File: src/rtl/pwm_capture.sv
// PWM capture: measures period and high time of an external pulse train in io_mainClk cycles.
// Optional glitch filter on the synchronized pin is built when PWM_CAPTURE_FILTER_EN is defined.
module pwm_capture #(
  parameter int CNT_WIDTH   = 24,
  parameter int SYNC_STAGES = 2,
  parameter int FILTER_LEN  = 4
) (
  input  logic                 io_mainClk,
  input  logic                 io_asyncResetn,
  input  logic                 io_enable,
  input  logic                 io_pwm_pin,
  output logic                 io_level,
  output logic                 io_meas_valid,
  input  logic                 io_meas_ready,
  output logic [CNT_WIDTH-1:0] io_meas_period,
  output logic [CNT_WIDTH-1:0] io_meas_high,
  output logic                 io_overrun,
  output logic                 io_timeout,
  output logic [1:0]           io_dbg_state
);

  localparam logic [1:0] ST_IDLE = 2'd0;
  localparam logic [1:0] ST_ARM  = 2'd1;
  localparam logic [1:0] ST_HIGH = 2'd2;
  localparam logic [1:0] ST_LOW  = 2'd3;

  localparam logic [CNT_WIDTH-1:0] CNT_MAX = '1;
  localparam logic [CNT_WIDTH-1:0] CNT_ONE = CNT_WIDTH'(1);

  logic [SYNC_STAGES-1:0] sync_q;
  logic                   sync_out;
  logic                   lvl;
  logic                   lvl_q;
  logic                   rise;
  logic                   fall;
  logic [1:0]             state;
  logic [CNT_WIDTH-1:0]   cnt;
  logic [CNT_WIDTH-1:0]   high_r;
  logic                   counting;
  logic                   sat;
  logic                   done;

  always_ff @(posedge io_mainClk or negedge io_asyncResetn) begin
    if (!io_asyncResetn) begin
      sync_q <= '0;
    end else begin
      sync_q <= {sync_q[SYNC_STAGES-2:0], io_pwm_pin};
    end
  end

  assign sync_out = sync_q[SYNC_STAGES-1];

`ifdef PWM_CAPTURE_FILTER_EN
  // The level follows the synchronizer only after FILTER_LEN identical samples in a row,
  // so both edges are delayed equally and clean pulse widths are preserved.
  localparam int FLT_W = $clog2(FILTER_LEN + 1);

  logic [FLT_W-1:0] flt_cnt;
  logic             flt_lvl;

  always_ff @(posedge io_mainClk or negedge io_asyncResetn) begin
    if (!io_asyncResetn) begin
      flt_cnt <= '0;
      flt_lvl <= 1'b0;
    end else if (sync_out == flt_lvl) begin
      flt_cnt <= '0;
    end else if (flt_cnt == FLT_W'(FILTER_LEN - 1)) begin
      flt_lvl <= sync_out;
      flt_cnt <= '0;
    end else begin
      flt_cnt <= flt_cnt + FLT_W'(1);
    end
  end

  assign lvl = flt_lvl;
`else
  assign lvl = sync_out;

  // FILTER_LEN only sizes the optional glitch filter.
  if (FILTER_LEN < 1) begin : g_filter_len_unused
  end
`endif

  always_ff @(posedge io_mainClk or negedge io_asyncResetn) begin
    if (!io_asyncResetn) begin
      lvl_q <= 1'b0;
    end else begin
      lvl_q <= lvl;
    end
  end

  // A single level signal cannot rise and fall in the same cycle.
  assign rise = lvl & ~lvl_q;
  assign fall = ~lvl & lvl_q;

  assign counting = (state == ST_HIGH) || (state == ST_LOW);
  assign sat      = counting && (cnt == CNT_MAX);
  assign done     = (state == ST_LOW) && rise && !sat;

  // Saturation wins over any edge seen in the same cycle: the measurement is abandoned.
  always_ff @(posedge io_mainClk or negedge io_asyncResetn) begin
    if (!io_asyncResetn) begin
      state  <= ST_IDLE;
      cnt    <= '0;
      high_r <= '0;
    end else if (!io_enable) begin
      state <= ST_IDLE;
      cnt   <= '0;
    end else begin
      case (state)
        ST_IDLE: begin
          state <= ST_ARM;
          cnt   <= '0;
        end
        ST_ARM: begin
          if (rise) begin
            state <= ST_HIGH;
            cnt   <= CNT_ONE;
          end
        end
        ST_HIGH: begin
          if (sat) begin
            state <= ST_ARM;
            cnt   <= '0;
          end else if (rise) begin
            // Missed fall: restart the period from this edge without reporting.
            cnt <= CNT_ONE;
          end else begin
            if (fall) begin
              state  <= ST_LOW;
              high_r <= cnt;
            end
            cnt <= cnt + CNT_ONE;
          end
        end
        ST_LOW: begin
          if (sat) begin
            state <= ST_ARM;
            cnt   <= '0;
          end else if (rise) begin
            state <= ST_HIGH;
            cnt   <= CNT_ONE;
          end else begin
            cnt <= cnt + CNT_ONE;
          end
        end
        default: begin
          state <= ST_IDLE;
          cnt   <= '0;
        end
      endcase
    end
  end

  // Handshake: a result transfers on any cycle with io_meas_valid & io_meas_ready. While
  // valid is high and ready low, period/high are frozen. A result completing in a transfer
  // cycle loads directly and keeps valid high; one completing while the held result is
  // still stalled is dropped and latches io_overrun until disable or reset.
  always_ff @(posedge io_mainClk or negedge io_asyncResetn) begin
    if (!io_asyncResetn) begin
      io_meas_valid  <= 1'b0;
      io_meas_period <= '0;
      io_meas_high   <= '0;
      io_overrun     <= 1'b0;
    end else if (!io_enable) begin
      io_meas_valid <= 1'b0;
      io_overrun    <= 1'b0;
    end else if (done) begin
      if (!io_meas_valid || io_meas_ready) begin
        io_meas_valid  <= 1'b1;
        io_meas_period <= cnt;
        io_meas_high   <= high_r;
      end else begin
        io_overrun <= 1'b1;
      end
    end else if (io_meas_ready) begin
      io_meas_valid <= 1'b0;
    end
  end

  assign io_timeout   = io_enable && sat;
  assign io_level     = lvl;
  assign io_dbg_state = state;

endmodule

File: config.mk
export PLATFORM = sky130hd
export DESIGN_NAME = pwm_capture
export DESIGN_NICKNAME = d
export VERILOG_FILES = /design/src/rtl/pwm_capture.sv
export SDC_FILE = /design/constraint.sdc
export NUM_CORES = 1
export LEC_CHECK = 0
export BUFFER_PORTS_ARGS = -buffer_cell sky130_fd_sc_hd__buf_4
export CORE_ASPECT_RATIO = 1.2
export CORE_MARGIN = 1
export CORE_UTILIZATION = 35
export DETAILED_ROUTE_END_ITERATION = 8
export GPL_TIMING_DRIVEN = 0
export PLACE_DENSITY = 0.62
export SLEW_MARGIN = 20
export SYNTH_ARGS = -nofsm -noshare
export SYNTH_HDL_FRONTEND = slang
export SYNTH_SLANG_ARGS = --single-unit
File: constraint.sdc
create_clock -name io_mainClk -period 6.37 [get_ports io_mainClk]
set_clock_uncertainty 0.15 [all_clocks]
set_input_delay 1.274 -clock io_mainClk [delete_from_list [all_inputs] [get_ports io_mainClk]]
set_output_delay 1.274 -clock io_mainClk [all_outputs]
set_load 0.02 [all_outputs]
==> results.json <==
{
  "p_leak_nw": 2.64,
  "regArea_um2": 2580,
  "crit_required_ns": 4.95,
  "dpl.hpwl_um": 5610,
  "fin_area_um2": 5290,
  "hold-path-endpoint": "sync_q[1]$_DFF_PN0_",
  "netlist.area_leader.share": 0.595,
  "core_um2": 12100,
  "yosys.area.top_type": "dfrtp_1",
  "drt_iter0_drc": 98,
  "arrival_ns": 1.90,
  "cts_max_level": 3,
  "worst-path-buf-inv": 1,
  "reg2reg_to": "high_r[14]$_DFFE_PN0P_",
  "synthTopCellsByCount": "dfrtp_1, mux2_2, nor2_1",
  "grt_pass1_vias": 2612,
  "gr-usage-all-layers": 0.137,
  "timing.max_cap.violations": 0,
  "die-area_um2": 12800,
  "drt_wl_total_um": 8260,
  "viasPerCell": 4.86,
  "path_clk_slew_ns": 0.07,
  "r2r_slack_ns": 3.48,
  "nNetsFinal": 395,
  "drc": 0,
  "holdPathStages": 0,
  "ir_drop_uv": 110,
  "insertedDiodeCount": 0,
  "finalHoldViolCount": 0,
  "synth_edf_count": 0,
  "grt_overflow": 0,
  "post_synth.cell_area_avg_um2": 13.5,
  "clock_path_buffers": 2,
  "wl_met1_um": 3800,
  "critPathTopFamily": "simple AND/OR/NAND/NOR gates",
  "multi_input_area_um2": 1660,
  "drv_slew": 0,
  "tns_ns": 0,
  "die_x_um": 104,
  "synth_nets": 327,
  "period_needed_ns": 3.33,
  "ys_seq_area_frac": 0.595,
  "worstMarginPinSlew_ns": 0.916,
  "rsz0062_at_grt": "false",
  "postCtsSetupBuffers": 0,
  "whs_ns": 0.209,
  "power.density_nw_per_um2": 243,
  "path_depth": 5,
  "finalSetupViolations": 0,
  "fin_crit_sh": 0.522,
  "ant_nets": 0,
  "cts_tree": "yes",
  "synth_flop_cell": "dfrtp_1",
  "dr_wl_met2_um": 4020,
  "status": "finished clean",
  "cp_cell_sequence": "nand4_1 > nor4_1 > and3_4 > and2_1 > buf_4",
  "clock_latency_ns": 0.34,
  "drive_above_1_share": 0.401,
  "critical-path-max-stage-delay_ns": 0.47,
  "rr_startpoint": "cnt[0]$_DFFE_PN0P_",
  "portBuffers": 57,
  "cts.sinks": 103,
  "slowest_stage": "dfrtp_1",
  "dpl_cell_area_um2": 4960,
  "reg2regPathDepth": 7,
  "syn_to_final_growth_pct": 22.1,
  "relSlewSlack": 0.389,
  "num_io_pins": 59,
  "grt_pass1_wl_um": 13700,
  "cts_resized": 0,
  "drtPass1Iterations": 4,
  "met3WireLength_um": 267,
  "clockRootBuffer": "clkbuf_16",
  "async_reset_ff_frac": 1.00,
  "cp-end-kind": "primary output",
  "fmax_mhz": 301,
  "syn-instance-count": 321,
  "yosysWarnings": 0,
  "synthesis.area_um2": 4330,
  "synth_area_leaders": "dfrtp_1, mux2_2, mux2_4",
  "core.rowCount": 44,
  "start_util": 0.359,
  "hp-class": "register to register",
  "top_layer_used": "met4",
  "start_kind": "register",
  "numCtsBuffers": 9,
  "min-delay-start": "sync_q[0]$_DFF_PN0_",
  "die_h_um": 124,
  "antenna_found_initial": 0,
  "ys_seq_elements": 103,
  "ys_types": 34,
  "cp_max_fo": 6,
  "gp_congestion": 0.800,
  "cts_hold_buf": 0,
  "wl_per_cell_um": 14.9,
  "path_class": "register to primary output",
  "vias": 2695,
  "synth.most_common_cell": "dfrtp_1",
  "grt_start_max_net_pins": 104,
  "fill_cells": 1113
}
==> sequential cells by signal, summed over array words and instances (netlist names) <==
register and count:
lvl_q 1, io_overrun 1, cnt 24, io_dbg_state 2
io_meas_period 24, sync_q 2, io_meas_high 24, io_meas_valid 1
high_r 24
==> routing by layer <==
| metal | vias to the layer above | global-route usage |
|---|---|---|
| li1 | 1280 | - |
| met1 | 1354 | 0.176 |
| met2 | 47 | 0.224 |
| met3 | 14 | 0.0314 |
| met4 | 0 | 0.0625 |
| met5 | - | 0 |
==> power breakdown <==
group          switching [W]  total [W]  internal (W)  leakage [nW]
Clock               0.000238   0.000593      0.000355         0.156
Sequential        0.00000288   0.000659      0.000657          1.43
Combinational      0.0000254  0.0000344    0.00000902          1.05
==> worst register-to-register path: cells and delay by family (launching register included) <==
family	cells	cell delay, ns
muxes	1	0.38
and+or+nand+nor	4	1.11
DFF	1	0.46
buffers and inverters	1	0.41
adders and majority gates	1	0.26
==> logic make-up after synthesis <==
| family | share of synthesized area |
|---|---|
| AO/OA/AOI/OAI | 0.0289 |
| XOR/XNOR | 0.0384 |
| adder cells (fa/ha/maj) | 0.00289 |
| buffers and inverters | 0.0217 |
| flip-flops | 0.595 |
| multiplexers | 0.205 |
| AND/OR/NAND/NOR | 0.109 |
==> placed cells by master (no fill, tap or decap), drive strengths merged <==
master,instances
dfrtp,103
mux2,72
buf,67
nor2,29
nand2,16
nand3,15
xor2,15
clkbuf,14
nand4,9
a31oi,5
nor2b,4
xnor2,4
and3,4
and2,3
o21ai,3
a21oi,3
nor3,3
nor4,3
inv,2
nand2b,2
a21o,2
and4,2
a41oi,2
bufinv,2
clkinv,2
or4,1
o211ai,1
a22oi,1
a32oi,1
o31ai,1
nor4b,1
ha,1
clkinvlp,1
==> per-stage QoR <==
stage / worst slack [ns] / utilization / power, W / cells
global route: 2.81 / 0.439 / 0.00133 / 555
CTS: 3.01 / 0.439 / 0.00130 / 555
finish: 3.04 / 0.439 / 0.00129 / 555
floorplan: 3.20 / - / 0.000687 / 321
detailed placement: 2.78 / 0.412 / 0.000708 / 539
global placement: 2.76 / 0.411 / 0.000707 / 539
==> worst max path at each step <==
stage,start,to
3_5_place_dp,io_enable,high_r[18]$_DFFE_PN0P_
2_1_floorplan,io_enable,io_timeout
5_1_grt,cnt[6]$_DFFE_PN0P_,io_timeout
3_3_place_gp,io_enable,high_r[18]$_DFFE_PN0P_
6_report,cnt[6]$_DFFE_PN0P_,io_timeout
4_1_cts,cnt[6]$_DFFE_PN0P_,io_timeout
==> final cells by class <==
type                    instances  area share
well taps                     161      0.0381
flip-flops and latches        103       0.487
clock buffers                  11      0.0459
multi-input cells             203       0.314
plain buffers                  13      0.0163
repair buffers                 57      0.0816
clock inverters                 5      0.0154
inverters                       2     0.00142
Note: power is estimated with default switching activity, not from simulation.
